--- src/rtl/stopwatch_digit_source.sv ---
// Prescaled BCD stopwatch (SS.hh) feeding four per-digit hex decoders.
// Optional macro LEADING_ZERO_BLANK_EN blanks the seconds-tens digit while it is zero.
module stopwatch_digit_source #(
  parameter int TICK_DIV = 500000,
  parameter int PRE_W    = 19
) (
  input  logic        clk,
  input  logic        reset,
  input  logic        startstop,
  input  logic        lap,
  input  logic        clear,
  output logic [15:0] val,
  output logic [3:0]  noDecimal,
  output logic [7:0]  enable,
  output logic        running,
  output logic        ovf
);

  typedef enum logic [1:0] {IDLE, RUN, LAP, PAUSE} state_t;

  localparam logic [PRE_W-1:0] PRE_LAST = PRE_W'(TICK_DIV - 1);

  state_t            state;
  logic [PRE_W-1:0]  pre;
  logic [15:0]       count;
  logic [15:0]       count_inc;
  logic              carry;
  logic              counting;
  logic              tick;
  logic              wrap;

  assign counting = (state == RUN) || (state == LAP);
  assign tick     = counting && (pre == PRE_LAST);
  assign wrap     = (count == 16'h9999);

  // Ripple the increment through the four BCD digits in a single cycle.
  always_comb begin
    count_inc = count;
    carry     = 1'b1;
    for (int i = 0; i < 4; i++) begin
      if (carry) begin
        if (count[4*i +: 4] >= 4'd9) begin
          count_inc[4*i +: 4] = 4'd0;
        end else begin
          count_inc[4*i +: 4] = count[4*i +: 4] + 4'd1;
          carry               = 1'b0;
        end
      end
    end
  end

  always_ff @(posedge clk) begin
    if (reset) begin
      state   <= IDLE;
      pre     <= '0;
      count   <= 16'h0000;
      ovf     <= 1'b0;
      val     <= 16'h0000;
      running <= 1'b0;
    end else begin
      // In LAP the display keeps the snapshot taken on the entering edge.
      if (state != LAP) val <= count;

      if (clear) begin
        state   <= IDLE;
        pre     <= '0;
        count   <= 16'h0000;
        ovf     <= 1'b0;
        running <= 1'b0;
      end else begin
        if (counting) pre <= tick ? '0 : pre + 1'b1;
        if (tick) begin
          count <= count_inc;
          if (wrap) ovf <= 1'b1;
        end

        // startstop outranks lap; a tick in the same cycle is already applied above.
        case (state)
          IDLE: begin
            if (startstop) begin
              state   <= RUN;
              running <= 1'b1;
            end
          end
          RUN: begin
            if (startstop) begin
              state   <= PAUSE;
              running <= 1'b0;
            end else if (lap) begin
              state <= LAP;
            end
          end
          LAP: begin
            if (startstop) begin
              state   <= PAUSE;
              running <= 1'b0;
            end else if (lap) begin
              state <= RUN;
            end
          end
          PAUSE: begin
            if (startstop) begin
              state   <= RUN;
              running <= 1'b1;
            end
          end
          default: begin
            state   <= IDLE;
            running <= 1'b0;
          end
        endcase
      end
    end
  end

  // Decimal point sits after the seconds-units digit (index 2).
  assign noDecimal = 4'b1011;

`ifdef LEADING_ZERO_BLANK_EN
  assign enable = {((val[15:12] == 4'd0) ? 2'd0 : 2'd1), 6'b01_01_01};
`else
  assign enable = 8'h55;
`endif

endmodule

--- config.mk ---
export PLATFORM = sky130hd
export DESIGN_NAME = stopwatch_digit_source
export DESIGN_NICKNAME = d
export VERILOG_FILES = /design/src/rtl/stopwatch_digit_source.sv
export SDC_FILE = /design/constraint.sdc
export NUM_CORES = 1
export LEC_CHECK = 0
export ABC_AREA = 1
export BUFFER_PORTS_ARGS = -buffer_cell sky130_fd_sc_hd__buf_2
export CORE_MARGIN = 4
export CORE_UTILIZATION = 45
export CTS_BUF_LIST = sky130_fd_sc_hd__clkbuf_4
export CTS_CLUSTER_SIZE = 10
export DETAILED_ROUTE_END_ITERATION = 10
export HOLD_SLACK_MARGIN = 0.15
export PLACE_DENSITY = 0.75
export SYNTH_ARGS = -nofsm -noshare
export SYNTH_HDL_FRONTEND = slang
export SYNTH_SLANG_ARGS = --single-unit
--- constraint.sdc ---
create_clock -name clk -period 5.2 [get_ports clk]
set_input_delay 0 -clock clk [delete_from_list [all_inputs] [get_ports clk]]
set_output_delay 0 -clock clk [all_outputs]
set_load 0.01 [all_outputs]
==> impl_metrics.tcl <==
set metrics [dict create \
    overflow 0 \
    fin_nets 478 \
    dieArea_um2 8040 \
    clkLatencyLatePin_ns 0.39 \
    maxCapViolations 0 \
    antenna_cells 0 \
    synth_cell_type_count 30 \
    initial_utilization_pct 46.7 \
    drive_above_1_share_pct 13.3 \
    rsz0062_at_grt "no" \
    r2r-start "state[0]$_SDFFE_PP0P_" \
    gp_congestion 0.925 \
    status "finished clean" \
    setup_viol 0 \
    hpwl_um 4610 \
    synthCells 432 \
    clockRootBuffer "clkbuf_4" \
    path_class "reg2reg" \
    fmax_mhz 364 \
    irDropWorstVdd_mv 0.104 \
    synth_top_area_share_pct 36.7 \
    multi_input_area_um2 1620 \
    ys_top_cells_by_area "dfxtp_1, nor2_1, nand2_1, ha_1, inv_1" \
    synthesis.area_um2 3000 \
    report.final.slew_viol_count 0 \
    drc_errors 0 \
    grt_antenna_before_repair 0 \
    pre_cts_slack_ns 3.03 \
    drtIter0Drc 146 \
    cts.sinks 55 \
    p_comb_share_pct 7.5 \
    synth_top_cell_by_area "dfxtp_1" \
    seqCellArea_um2 1100 \
    vias 2646 \
    tightest_slew_ns 0.918 \
    crit_slowest_cell "inv_1" \
    post_cts_buffers 0 \
    cts_tree "yes" \
    n_fill_cell 639 \
    die_w_um 89.7 \
    core_um2 6420 \
    finalCritPeriodShare_pct 52.8 \
    switching_share_pct 24.4 \
    cts_made_buffers 5 \
    clk_pin_slew_worst_paths_ns 0.16 \
    grt_util_all_layers_pct 16.0 \
    cp.arrival_ns 3.09 \
    avgSynthCellArea_um2 6.95 \
    cp_max_fo 33 \
    slowest_delay_ns 0.63 \
    endpoint "state[0]$_SDFFE_PP0P_" \
    ys_ff_latch 55 \
    rows 29 \
    routed_wl_um 6070 \
    yosysWarnings 0 \
    powerDensity_nw_per_um2 225 \
    min_period_ns 2.75 \
    cp-end-kind "flop" \
    vias_per_cell 4.95 \
    area_growth_pct 8.80 \
    setup_slack_ns 2.45 \
    final.setup_skew_ns 0.0285 \
    fp.dieH_um 89.7 \
    wl_per_cell_um 11.3 \
    finalSetupTns_ns 0 \
    r2r_cells 8 \
    pwr-share-seq_pct 58.8 \
    drt_pass1_iterations 5 \
    antenna_left 0 \
    startpoint "state[0]$_SDFFE_PP0P_" \
    intPower_mw 0.556 \
    pwr-share-clk_pct 33.7 \
    grt_pass1_wl_um 10400 \
    ioPinCount 35 \
    start_kind "flop" \
    path_cells "inv_1 -> ha_1 -> inv_1 -> nand2_1 -> o21ai_0 -> o21ai_0 -> a31oi_1 -> dlygate4sd3_1" \
    fin_total_pwr_mw 0.735 \
    cts_buffer_depth 2 \
    finalHoldViolCount 0 \
    seq_area_frac_synth_pct 36.7 \
    slew-limit-headroom_pct 38.7 \
    grt_max_degree 34 \
    worstPathRequired_ns 5.55 \
    switching_power_mw 0.180 \
    reg2reg_slack_ns 2.45 \
    port_buffers 22 \
    grt_pass1_vias 2388 \
    leakagePower_nw 1.33 \
    timing.hold.worst.class "in2reg" \
    htreeDepth 2 \
    ctsResizeCount 0 \
    r2r_end "state[0]$_SDFFE_PP0P_" \
]
==> layer usage <==
metal	vias up	GRT usage, %	routed length (um)
li1	1418	-	-
met1	1168	21.5	3030
met2	52	25.9	2700
met3	8	3.47	247
met4	0	4.87	89
met5	-	0	0
==> layout make-up <==
| cell class | instances | area share (%) |
|---|---|---|
| Clock inverter | 2 | 1.19 |
| Tap cell | 77 | 2.95 |
| Multi-Input combinational cell | 317 | 49.7 |
| Sequential cell | 55 | 33.7 |
| Clock buffer | 6 | 1.38 |
| Inverter | 50 | 5.90 |
| Timing Repair Buffer | 28 | 5.21 |
==> critical path, delay by kind of cell, from the launching register on <==
family / cells / cell delay, ns
flip-flops: 1 / 0.42
adder cells (fa/ha/maj): 1 / 0.22
AO/OA/AOI/OAI: 3 / 0.64
buffers and inverters: 3 / 1.26
AND/OR/NAND/NOR: 1 / 0.15
==> power groups by stage <==
stage / Clock (mW) / Combinational, mW / Sequential, mW
after detailed placement: 0 / 0.0520 / 0.442
after global routing: 0.273 / 0.0631 / 0.434
after global placement: 0 / 0.0500 / 0.441
after floorplan: 0 / 0.0421 / 0.444
after CTS: 0.254 / 0.0558 / 0.433
final: 0.248 / 0.0553 / 0.433
==> stage by stage <==
stage / area [um2] / hold slack [ns] / utilization (%) / cells
global route: 3270 / 0.456 / 50.8 / 535
global placement: 3120 / 0.245 / 48.6 / 521
detailed placement: 3120 / 0.246 / 48.6 / 521
floorplan: 3040 / 0.0936 / - / 442
CTS: 3270 / 0.436 / 50.8 / 535
finish: 3270 / 0.452 / 50.8 / 535
==> placed cells by master (no fill, tap or decap), types with 5 or more instances in the layout <==
master / instances
buf_2: 22
o21ai_0: 14
inv_2: 5
nand2_2: 5
clkbuf_4: 6
nand4_1: 7
inv_1: 43
o21ai_1: 5
nor3_1: 10
a21oi_1: 15
nand2_1: 77
nand3_1: 23
nor2_1: 85
a31oi_1: 5
dfxtp_1: 55
dlygate4sd3_1: 6
ha_1: 16
nor2_2: 9
conb_1: 12
a211oi_1: 16
==> cells in the mapped netlist (all sizes together) <==
master  number
nor2        97
nand2       83
dfxtp       55
inv         50
nand3       25
o21ai       19
buf         18
a211oi      16
ha          16
a21oi       15
nor3        10
nand4        7
a31oi        5
nor3b        4
or2          4
clkbuf       2
conb         2
xor2         2
and2         1
and3         1
==> registers in the layout, summed over array words and instances, names as in the netlist <==
signal   count
state        2
pre         19
val         16
ovf          1
running      1
count       16
==> how the worst min path moves through the flow <==
stage / startpoint / to / depth (start not counted)
final: startstop / state[1]$_SDFFE_PP0P_ / 4
after floorplan: startstop / running$_SDFFE_PP0P_ / 1
after detailed placement: startstop / running$_SDFFE_PP0P_ / 2
after global routing: startstop / state[1]$_SDFFE_PP0P_ / 4
after global placement: startstop / running$_SDFFE_PP0P_ / 2
after CTS: startstop / state[1]$_SDFFE_PP0P_ / 4
==> timing repair <==
action / 4_1_cts / 5_1_grt
hold buffers: 6 / 0
endpoints found under the hold margin: 35 / 0
endpoints found under the setup margin: 0 / 0
==> kinds of logic after synthesis <==
group | share of synthesized area [%]
AO/OA/AOI/OAI | 10.7
XOR/XNOR | 0.584
adder cells (fa/ha/maj) | 6.67
buffers and inverters | 10.5
flip-flops | 36.7
other | 0.250
AND/OR/NAND/NOR | 34.6
No activity file was read; power rests on OpenSTA's default activity.
